File: src/rtl/stack_pkg.sv
// rtl/stack_pkg.sv - shared types and constants for the 6502 stack sequencer
package stack_pkg;

  typedef enum logic {PUSH = 1'b0, PULL = 1'b1} stack_op_t;

  typedef enum logic [1:0] {REG_A, REG_X, REG_Y, REG_P} stack_reg_t;

  typedef enum logic [1:0] {IDLE, MEM, WR_REG, WR_SP} stack_state_t;

  localparam logic [7:0] STACK_PAGE_DEFAULT = 8'h01;

endpackage

File: src/rtl/stack_sequencer.sv
// rtl/stack_sequencer.sv - moves A/X/Y/P between the register file and the stack page
module stack_sequencer
  import stack_pkg::*;
#(
  parameter logic [7:0] STACK_PAGE = STACK_PAGE_DEFAULT
) (
  input  logic        clk,
  input  logic        reset_n,
  input  logic        cmd_valid,
  output logic        cmd_ready,
  input  logic        cmd_op,
  input  logic [1:0]  cmd_reg,
  input  logic        cmd_wide,
  input  logic [15:0] a_in,
  input  logic [15:0] x_in,
  input  logic [15:0] y_in,
  input  logic [15:0] sp_in,
  input  logic [7:0]  p_in,
  output logic        mem_req,
  output logic        mem_we,
  output logic [15:0] mem_addr,
  output logic [7:0]  mem_wdata,
  input  logic [7:0]  mem_rdata,
  input  logic        mem_ack,
  output logic        load_accumulator,
  output logic        load_x,
  output logic        load_y,
  output logic        load_p,
  output logic        load_sp,
  output logic [15:0] data_out,
  output logic        done
);

  stack_state_t state_q, state_d;
  stack_op_t    op_q, op_d;
  stack_reg_t   reg_q, reg_d;
  logic         wide_q, wide_d;
  logic         idx_q, idx_d;
  logic [15:0]  src_q, src_d;
  logic [15:0]  data_q, data_d;
  logic [7:0]   sp_hi_q, sp_hi_d;
  logic [7:0]   sp_work_q, sp_work_d;
  logic         last_byte;

  always_ff @(posedge clk or negedge reset_n) begin
    if (!reset_n) begin
      state_q   <= IDLE;
      op_q      <= PUSH;
      reg_q     <= REG_A;
      wide_q    <= 1'b0;
      idx_q     <= 1'b0;
      src_q     <= '0;
      data_q    <= '0;
      sp_hi_q   <= '0;
      sp_work_q <= '0;
    end else begin
      state_q   <= state_d;
      op_q      <= op_d;
      reg_q     <= reg_d;
      wide_q    <= wide_d;
      idx_q     <= idx_d;
      src_q     <= src_d;
      data_q    <= data_d;
      sp_hi_q   <= sp_hi_d;
      sp_work_q <= sp_work_d;
    end
  end

  always_comb begin
    state_d   = state_q;
    op_d      = op_q;
    reg_d     = reg_q;
    wide_d    = wide_q;
    idx_d     = idx_q;
    src_d     = src_q;
    data_d    = data_q;
    sp_hi_d   = sp_hi_q;
    sp_work_d = sp_work_q;
    last_byte = !wide_q || idx_q;
    case (state_q)
      IDLE: begin
        if (cmd_valid) begin
          op_d    = stack_op_t'(cmd_op);
          reg_d   = stack_reg_t'(cmd_reg);
          wide_d  = cmd_wide && (stack_reg_t'(cmd_reg) != REG_P);
          idx_d   = 1'b0;
          data_d  = '0;
          sp_hi_d = sp_in[15:8];
          case (stack_reg_t'(cmd_reg))
            REG_A:   src_d = a_in;
            REG_X:   src_d = x_in;
            REG_Y:   src_d = y_in;
            default: src_d = {8'h00, p_in};
          endcase
          // Pull pre-increments, so the first read address is already sp+1.
          sp_work_d = cmd_op ? sp_in[7:0] + 8'd1 : sp_in[7:0];
          state_d   = MEM;
        end
      end
      MEM: begin
        if (mem_ack) begin
          if (op_q == PUSH) begin
            sp_work_d = sp_work_q - 8'd1;
          end else begin
            if (idx_q) data_d[15:8] = mem_rdata;
            else       data_d       = {8'h00, mem_rdata};
            if (!last_byte) sp_work_d = sp_work_q + 8'd1;
          end
          if (last_byte) state_d = (op_q == PUSH) ? WR_SP : WR_REG;
          else           idx_d   = 1'b1;
        end
      end
      WR_REG:  state_d = WR_SP;
      default: state_d = IDLE;
    endcase
  end

  always_comb begin
    cmd_ready        = (state_q == IDLE);
    mem_req          = (state_q == MEM);
    mem_we           = (state_q == MEM) && (op_q == PUSH);
    mem_addr         = (state_q == MEM) ? {STACK_PAGE, sp_work_q} : 16'h0000;
    mem_wdata        = 8'h00;
    load_accumulator = 1'b0;
    load_x           = 1'b0;
    load_y           = 1'b0;
    load_p           = 1'b0;
    load_sp          = 1'b0;
    data_out         = 16'h0000;
    done             = 1'b0;
    if (mem_we) mem_wdata = (wide_q && !idx_q) ? src_q[15:8] : src_q[7:0];
    if (state_q == WR_REG) begin
      data_out = data_q;
      case (reg_q)
        REG_A:   load_accumulator = 1'b1;
        REG_X:   load_x           = 1'b1;
        REG_Y:   load_y           = 1'b1;
        default: load_p           = 1'b1;
      endcase
    end
    if (state_q == WR_SP) begin
      load_sp  = 1'b1;
      data_out = {sp_hi_q, sp_work_q};
      done     = 1'b1;
    end
  end

endmodule

File: config.mk
export PLATFORM = sky130hd
export DESIGN_NAME = stack_sequencer
export DESIGN_NICKNAME = d
export VERILOG_FILES = /design/src/rtl/stack_pkg.sv /design/src/rtl/stack_sequencer.sv
export SDC_FILE = /design/constraint.sdc
export NUM_CORES = 1
export LEC_CHECK = 0
export CAP_MARGIN = 10
export CORE_AREA = 2 2 90 92
export CTS_CLUSTER_DIAMETER = 50
export DETAILED_ROUTE_END_ITERATION = 10
export DIE_AREA = 0 0 92 94
export GPL_ROUTABILITY_DRIVEN = 0
export GPL_TIMING_DRIVEN = 0
export PLACE_DENSITY = 0.8
export SYNTH_ARGS = -nofsm -noshare
export SYNTH_HDL_FRONTEND = slang
export SYNTH_SLANG_ARGS = --single-unit
File: constraint.sdc
create_clock -name clk -period 6.1 [get_ports clk]
set_clock_uncertainty 0.2 [all_clocks]
set_input_delay 0.61 -clock clk [delete_from_list [all_inputs] [get_ports clk]]
set_output_delay 0.61 -clock clk [all_outputs]
set_load 0.02 [all_outputs]
==> impl_metrics.py <==
metrics = {
    "run_status": {
        "status": "finished clean",
    },
    "finish": {
        "postLayoutCoreUtil_pct": 67.0,
        "final_common_cell": "clkdlybuf4s50_1",
        "multi_input_area_sq_um": 1980,
        "synthToLayoutAreaGrowth_pct": 42.9,
        "antennaDiodeCount": 0,
        "layout.cells.non_filler": 627,
        "final_cell_mix": "clkdlybuf4s50_1, nand2_1, dfrtp_1, o21ai_0, a21oi_1",
        "fillers": 636,
        "drive_above_1_share_pct": 13.1,
        "seqCellArea_sq_um": 1380,
        "nNetsFinal": 625,
    },
    "clocking": {
        "cts_root_buffer": "clkbuf_8",
        "clkLatencyLatePin_ns": 0.31,
        "cts.sinks": 55,
        "cts_made_buffers": 5,
        "clk_pin_slew_ns": 0.10,
        "post_cts_buffers": 0,
        "cts.htree.levels": 2,
        "tritoncts": "yes",
        "max-clock-path-buffers": 2,
    },
    "grt": {
        "track_usage_pct": 22.9,
        "antenna_found_initial": 0,
        "grt_max_degree": 42,
        "grt_pass1_vias": 3377,
        "grt_pass1_wl_mm": 15.9,
        "grt_overflow": 0,
    },
    "power": {
        "ir_drop_v": 0.000200,
        "leakage_uw": 0.00215,
        "cellPowerDensity_nw_per_um2": 427,
    },
    "placed_design": {
        "dp_hpwl_mm": 7.60,
        "placed_cells": 618,
        "pre_cts_ws_ns": 2.73,
        "portBuffers": 126,
    },
    "flow_run": {
        "cap_viol_max_count": 0,
    },
    "detailed_routing": {
        "drc": 0,
        "drt-initial-drc-count": 157,
        "wl_mm": 9.59,
        "avgRoutedWirePerCell_microns": 15.3,
        "first_pass_iters": 4,
        "ant_nets": 0,
        "drt-vias-per-instance": 5.25,
        "vias": 3289,
    },
    "worst_setup_path": {
        "worst_path_max_delay_cell": "clkdlybuf4s50_1",
        "critPathTopFamily": "buffers and inverters",
        "critPathBufInv": 3,
        "path_class": "flip-flop to primary output",
        "path_max_fanout": 10,
        "critPathLaunchType": "flip-flop",
        "crit_path_frequent_cell": "clkbuf_1",
        "worstPathArrival_ns": 2.90,
        "required_ns": 5.29,
        "critPathMaxStageDelay_ns": 0.62,
        "endpoint_kind": "primary output",
        "path_cells": "ha_1 > clkbuf_1 > nor2b_1 > clkbuf_1 > a22o_1 > clkdlybuf4s50_1",
    },
    "sta": {
        "rsz0062_at_grt": "false",
        "tightest_slew_ns": 0.744,
        "finalHoldViolCount": 0,
        "worst_slack_ns": 2.39,
        "fmax_mhz": 270,
        "min_period_ns": 3.71,
        "finalCritPeriodShare_pct": 60.8,
        "slew_headroom_pct": 50.4,
        "drv_slew": 0,
        "tns_ns": 0,
        "finalSetupViolations": 0,
    },
    "logic_synthesis": {
        "async_flop_share_pct": 100,
        "ys.flop_type": "dfrtp_1",
        "avgSynthCellArea_sq_um": 9.31,
        "synth_edf_count": 0,
        "synthCells": 383,
        "yosys_warnings": 0,
        "synth_cell_types": 47,
        "synth_seq_cells": 55,
        "syn_area_sq_um": 3560,
        "ys_seq_area_share_pct": 38.6,
    },
    "die": {
        "initial_core_util_pct": 46.9,
        "die_area_sq_um": 8650,
        "die_height_microns": 94,
        "die_w_microns": 92,
        "core_sq_um": 7610,
        "placementRows": 32,
        "ioPinCount": 137,
    },
    "hold_path": {
        "worstHoldPathType": "flip-flop to flip-flop",
    },
}
==> through the flow <==
step / total power, uW / hold WS [ns] / instance area, sq um
2_1_floorplan: 1500 / 0.114 / 3590
3_3_place_gp: 1910 / 0.264 / 4980
3_5_place_dp: 1960 / 0.271 / 4990
4_1_cts: 2180 / 0.296 / 5090
5_1_grt: 2350 / 0.337 / 5090
6_report: 2170 / 0.292 / 5090
==> worst reg2reg max path: cells and delay by family, from the launching register on <==
family          cells  cell delay [ns]
buf+inv             1             0.29
compound gates      2             0.64
fa+ha+maj           1             0.32
flops               1             0.45
simple gates        3             0.70
==> registers in the layout, summed over array words and instances, names as in the netlist <==
| name | count |
|---|---|
| state_q | 2 |
| reg_q | 2 |
| sp_work_q | 8 |
| wide_q | 1 |
| idx_q | 1 |
| data_q | 16 |
| sp_hi_q | 8 |
| op_q | 1 |
| src_q | 16 |
==> path summary, 6_finish.rpt <==
check / startpoint / end / slack, ns / cells after the start
max: state_q[0] / data_out[10] / 2.39 / 6
min: src_q[15] / src_q[15] / 0.29 / 2
max reg2reg: op_q / sp_work_q[7] / 3.40 / 7
min reg2reg: src_q[15] / src_q[15] / 0.29 / 2
max in group asynchronous: reset_n / wide_q / 4.62 / 3
min in group asynchronous: reset_n / data_q[4] / 0.53 / 2
==> what timing repair did <==
action                    in CTS  in global routing
resized for setup              0                  0
hold endpoints to repair       1                  0
hold buffers                   1                  0
==> power breakdown <==
part | leakage, uW | switching [uW] | internal, uW
sequential | 0.000694 | 117 | 513
clock | 0.0000452 | 129 | 84.1
combinational | 0.00141 | 719 | 613
==> metal layers <==
metal,up-vias,part of all wire (%),track usage (%)
li1,1602,-,-
met1,1561,42,28.1
met2,120,51,41.2
met3,6,6.9,5.70
met4,0,0.64,3.86
met5,-,0,0
==> kinds of logic after synthesis <==
logic type / count (synthesis) / share of synthesized area, %
AO/OA/AOI/OAI: 93 / 16.7
AND/OR/NAND/NOR: 125 / 16.4
other: 1 / 0.105
buffers and inverters: 47 / 6.53
flip-flops: 55 / 38.6
adder cells (fa/ha/maj): 13 / 4.77
XOR/XNOR: 10 / 2.46
multiplexers: 39 / 14.4
==> cell usage after synthesis, types with 2 or more instances <==
cell	number	area [sq um]
xnor2_1	5	43.8
xor2_1	5	43.8
dfrtp_1	55	1380
nor2b_1	5	31.3
mux4_2	8	180
mux2i_1	12	120
a21oi_1	27	135
and3_4	2	22.5
ha_1	12	150
and2_1	8	50.1
a211oi_2	2	25.0
nand2_1	66	248
o21ai_0	32	160
buf_4	9	67.6
o21ai_1	3	15.0
inv_1	14	52.6
nand4_1	4	25.0
a22o_1	15	131
nor3_1	4	20.0
clkbuf_1	12	45.0
nand3_1	8	40.0
o21ai_2	4	35.0
mux2_2	19	214
o211ai_1	2	15.0
buf_2	6	30.0
nand2b_1	2	12.5
and3_1	2	12.5
buf_1	4	15.0
nor2_1	17	63.8
buf_6	2	22.5
==> layout make-up <==
type	instances	area share, %
Buffer	33	3.54
Clock buffer	5	1.35
Clock inverter	3	0.491
Inverter	14	1.03
Multi-Input combinational cell	287	38.8
Sequential cell	55	27.0
Tap cell	102	2.50
Timing Repair Buffer	128	25.2
No activity file was read; power rests on OpenSTA's default activity.
